File: config.mk
export PLATFORM = sky130hd
export DESIGN_NAME = regfile_wb_sched
export DESIGN_NICKNAME = d
export VERILOG_FILES = /design/src/rtl/regfile_wb_sched.sv
export SDC_FILE = /design/constraint.sdc
export NUM_CORES = 1
export LEC_CHECK = 0
export ABC_AREA = 0
export CAP_MARGIN = 20
export CORE_MARGIN = 3
export CORE_UTILIZATION = 48
export DETAILED_ROUTE_END_ITERATION = 16
export PLACE_DENSITY = 0.89
export SLEW_MARGIN = 20
export SYNTH_ARGS = -nofsm -noshare
export SYNTH_HDL_FRONTEND = slang
export SYNTH_SLANG_ARGS = --single-unit
File: constraint.sdc
create_clock -name clkin -period 4.5 [get_ports clkin]
set_input_delay 0.9 -clock clkin [delete_from_list [all_inputs] [get_ports clkin]]
set_output_delay 0.9 -clock clkin [all_outputs]
set_load 0.03 [all_outputs]
File: src/rtl/regfile_wb_sched.sv
// Write-back scheduler and busy-bit scoreboard for the RV32I register file.
// Merges ALU and load results onto one registered write port and stalls issue on RAW/WAW hazards.
module regfile_wb_sched #(
  parameter int XLEN  = 32,
  parameter bit RR_EN = 1'b1
) (
  input  logic            clkin,
  input  logic            nrst_in,
  input  logic            issue_valid_in,
  input  logic [4:0]      issue_rd_in,
  input  logic [4:0]      issue_rs1_in,
  input  logic [4:0]      issue_rs2_in,
  output logic            issue_ready_out,
  input  logic            ex_valid_in,
  input  logic [4:0]      ex_idx_in,
  input  logic [XLEN-1:0] ex_data_in,
  output logic            ex_ready_out,
  input  logic            ld_valid_in,
  input  logic [4:0]      ld_idx_in,
  input  logic [XLEN-1:0] ld_data_in,
  output logic            ld_ready_out,
  output logic            wr_en_out,
  output logic [4:0]      wr_idx_out,
  output logic [XLEN-1:0] wr_data_out,
  output logic [31:0]     busy_out,
  output logic            err_out
);

  logic [31:1]     busy_q;
  logic [31:0]     busy;
  logic [31:1]     busy_set;
  logic [31:1]     busy_clr;
  logic            rr_ptr_q;
  logic            issue_fire;
  logic            grant_ex;
  logic            grant_ld;
  logic            grant;
  logic [4:0]      grant_idx;
  logic [XLEN-1:0] grant_data;
  logic            err_hit;

  assign busy     = {busy_q, 1'b0};
  assign busy_out = busy;

  // rd is included so a second writer to a pending register waits (WAW)
  assign issue_ready_out = ~(busy[issue_rs1_in] | busy[issue_rs2_in] | busy[issue_rd_in]);
  assign issue_fire      = issue_valid_in & issue_ready_out;

  always_comb begin
    grant_ex = 1'b0;
    grant_ld = 1'b0;
    if (RR_EN) begin
      if (ex_valid_in && ld_valid_in) begin
        grant_ex = ~rr_ptr_q;
        grant_ld = rr_ptr_q;
      end else begin
        grant_ex = ex_valid_in;
        grant_ld = ld_valid_in;
      end
    end else begin
      grant_ld = ld_valid_in;
      grant_ex = ex_valid_in & ~ld_valid_in;
    end
  end

  assign ex_ready_out = grant_ex;
  assign ld_ready_out = grant_ld;
  assign grant        = grant_ex | grant_ld;
  assign grant_idx    = grant_ld ? ld_idx_in  : ex_idx_in;
  assign grant_data   = grant_ld ? ld_data_in : ex_data_in;

  // A register being issued this same cycle counts as legitimately pending
  assign err_hit = grant && (grant_idx != 5'd0) && !busy[grant_idx] &&
                   !(issue_fire && (issue_rd_in == grant_idx));

  always_comb begin
    busy_set = '0;
    busy_clr = '0;
    for (int i = 1; i < 32; i++) begin
      busy_set[i] = issue_fire && (issue_rd_in == 5'(i));
      busy_clr[i] = wr_en_out && (wr_idx_out == 5'(i));
    end
  end

  // Set has priority over clear: the newer issue still owes a write
  always_ff @(posedge clkin or negedge nrst_in) begin
    if (!nrst_in) begin
      busy_q <= '0;
    end else begin
      busy_q <= busy_set | (busy_q & ~busy_clr);
    end
  end

  always_ff @(posedge clkin or negedge nrst_in) begin
    if (!nrst_in) begin
      rr_ptr_q <= 1'b0;
    end else if (grant_ex) begin
      rr_ptr_q <= 1'b1;
    end else if (grant_ld) begin
      rr_ptr_q <= 1'b0;
    end
  end

  // Writes to x0 are accepted from the requester but never reach the port
  always_ff @(posedge clkin or negedge nrst_in) begin
    if (!nrst_in) begin
      wr_en_out   <= 1'b0;
      wr_idx_out  <= 5'd0;
      wr_data_out <= '0;
    end else begin
      wr_en_out <= grant && (grant_idx != 5'd0);
      if (grant && (grant_idx != 5'd0)) begin
        wr_idx_out  <= grant_idx;
        wr_data_out <= grant_data;
      end
    end
  end

  always_ff @(posedge clkin or negedge nrst_in) begin
    if (!nrst_in) begin
      err_out <= 1'b0;
    end else if (err_hit) begin
      err_out <= 1'b1;
    end
  end

endmodule

==> results.toml <==
[outcome]
status = "finished, final reports clean"

[die]
die_h_um = 102
rows = 34
dieWidth_um = 102
die_area_mm2 = 0.0105
ios = 168
core_area_mm2 = 0.00885
start_util = 0.504

[placement]
place.gp.congestion = 1.01
placed_cells = 690
dp_hpwl_mm = 11.3
dpl_cell_area_mm2 = 0.00618
port_buffers = 166

[setup_path]
crit_type = "in -> out"
crit_top_cell = "mux4_2"
timing.rr.end = "busy_q[22]$_DFF_PN0_"
cp_max_fo = 5
worst_path_max_delay_cell = "clkdlybuf4s50_1"
crit_path_start = "issue_rs2_in[1]"
r2r_setup_slack_ps = 1600
worstPathRequired_ps = 3600
cp-start-kind = "input pin"
rr_worst_depth = 6
worst_setup_path_end_kind = "output port"
cp_num_cells = 7
path_delay_family = "multiplexers"
crit_chain = "clkdlybuf4s50_1, mux4_2, mux4_2, mux2i_1, nand3_1, inv_1, buf_4"
timing.rr.start = "busy_q[31]$_DFF_PN0_"
worst_path_largest_cell_delay_ps = 640
critPathBufInv = 3
arrival_ps = 3310

[sta]
rsz0062_at_grt = "false"
worstMarginPinSlew_ps = 801
setup_violations = 0
relSlewSlack = 0.462
timing.final.crit_share = 0.935
min_period_ps = 4210
final_hold_viol_count = 0
fin_skew_ps = 9.59
hold_ws_ps = 528
slew_viol_final = 0
fin_setup_tns_ps = 0
fmax_mhz = 238

[cts]
clk_latency_ps = 350
clkTransAtPathRegs_ps = 70
htree_levels = 3
clk_path_buf_depth = 2
clock-sinks = 71
numCtsBuffers = 9
cts_tree = "done"
cts-root-buf = "clkbuf_8"

[min_path]
hold_path_class = "reg -> reg"
min_to = "wr_data_out[4]$_DFFE_PN0P_"
hold_start = "wr_data_out[4]$_DFFE_PN0P_"
holdPathStages = 2

[global_routing]
use_met1 = 0.379
met3_usage = 0.0901
grtUsageMet2 = 0.452
antenna_found_initial = 0
top_usage_layer = "met2"
grt_pass1_vias = 4291
grt_max_degree = 72
grt_pass1_wl_mm = 23.0
overflow = 0
grtUsageTotal = 0.291

[pwr]
power.switching_w = 0.00147
combinationalPowerShare = 0.470
power_frac_seq = 0.360
p_int_w = 0.00193
ir_drop_mv = 0.221
powerDensity_mw_per_mm2 = 530
switching_share = 0.432
p_leak_nw = 2.61
pwr-share-clk = 0.170

[routing]
first_pass_iters = 5
dr_total_vias = 4380
ant_nets = 0
wl_per_cell_um = 21.1
drc = 0
via_per_inst = 6.20
drtIter0Drc = 321
wirelength_mm = 14.9

[logic_synthesis]
netlist_instances = 440
avgSynthCellArea_um2 = 10.1
postSynth.asyncResetShare = 1.00
yosys-top-cells-area = "dfrtp_1 (40%), mux4_2 (14%), mux2i_1 (11%)"
synth_common_cells = "dfrtp_1 (71), mux2i_1 (50), o21ai_0 (45)"
ys_seq_elements = 71
ys.warnings.count = 0
synth_area_mm2 = 0.00446
yosys.area.top_type_share = 0.399
yosysUniqueCellTypes = 48
yosys_most_used_dff = "dfrtp_1"
synth_edf_count = 0
syn-num-nets = 534
ys_seq_area_frac = 0.399
synth.largest_area_cell = "dfrtp_1"
yosysMostFrequentCell = "dfrtp_1"

[final_layout]
fillerInstances = 620
final_layout_size_suffix_gt1_frac = 0.109
fin_area_mm2 = 0.00642
final_core_util = 0.726
syn_to_final_growth_pct = 44.1
finalNetCount = 687
instances_no_fill = 706
antenna_cells = 0
multiInputGateArea_mm2 = 0.00254
ff_latch_area_mm2 = 0.00178

[job]
max-cap-violations = 0
[tightest hold or removal path: stages, from the launching register on]
cell,delay [ps]
dfrtp_1,340
nor2_1,50
a21oi_1,100
[final cells by class]
cell class,instances,area share
inverter,8,0.00468
timing repair buffer,172,0.265
clock buffer,11,0.0236
sequential,71,0.277
clock inverter,5,0.0125
tap,108,0.0210
multi-input combinational,331,0.396
[per-layer routing]
layer,vias up,part of all wire
met1,2058,0.38
met3,46,0.13
met5,-,0
li1,1952,-
met2,324,0.46
met4,0,0.037
[sequential cells by signal, summed over array words and instances (netlist names)]
name	flops
busy_q	31
err_out	1
wr_en_out	1
rr_ptr_q	1
wr_data_out	32
wr_idx_out	5
[cells by family (layout without fill, tap and decap cells)]
| kind of cell | after synthesis | after routing | synth area share |
|---|---|---|---|
| compound gates | 136 | 136 | 0.178 |
| xor+xnor | 5 | 5 | 0.00983 |
| buf+inv | 38 | 196 | 0.0351 |
| flops | 71 | 71 | 0.399 |
| mux | 80 | 80 | 0.259 |
| other cells | 1 | 1 | 0.000842 |
| simple gates | 109 | 109 | 0.119 |
[stage by stage]
stage | total power, W | setup WS (ps)
after floorplan | 0.00201 | 949
after global placement | 0.00276 | 215
after detailed placement | 0.00281 | 155
after CTS | 0.00339 | 143
after global routing | 0.00355 | 172
final | 0.00340 | 291
[cell usage in the layout (no fill, tap or decap), types with 3 or more instances in the layout]
cell type | netlist | final
clkdlybuf4s50_1 | 0 | 163
dfrtp_1 | 71 | 71
mux2i_1 | 50 | 50
o21ai_0 | 45 | 45
nor2_1 | 39 | 39
a21oi_1 | 38 | 38
mux4_2 | 28 | 28
nand2_1 | 21 | 20
o21ai_1 | 16 | 16
nand2b_1 | 12 | 12
nand3_1 | 11 | 11
clkbuf_8 | 0 | 11
inv_1 | 8 | 8
buf_4 | 3 | 8
o21ai_2 | 7 | 7
nor2b_1 | 6 | 6
and2_1 | 5 | 5
a211oi_1 | 5 | 5
xnor2_1 | 5 | 5
nand4_1 | 4 | 4
a311oi_1 | 4 | 4
o22ai_1 | 3 | 3
a31oi_1 | 3 | 3
a32oi_1 | 3 | 3
[what timing repair did]
| item | in CTS | in global routing |
|---|---|---|
| hold buffers | 0 | 0 |
| endpoints found under the setup margin | 0 | 1 |
| resized for setup | 0 | 1 |
| setup buffers | 0 | 0 |
[power by group through the flow]
stage	Clock, W	Sequential (W)	Combinational (W)
after floorplan	0	0.00138	0.000634
after global placement	0	0.00120	0.00156
after detailed placement	0	0.00121	0.00160
after CTS	0.000587	0.00120	0.00160
after global routing	0.000617	0.00123	0.00170
final	0.000579	0.00122	0.00160
[worst max path at each step]
stage / to / slack [ps]
after global routing: issue_ready_out / 170
after detailed placement: issue_ready_out / 160
after global placement: issue_ready_out / 210
after floorplan: issue_ready_out / 950
after CTS: issue_ready_out / 140
final: issue_ready_out / 290
No activity file was read; power rests on OpenSTA's default activity.
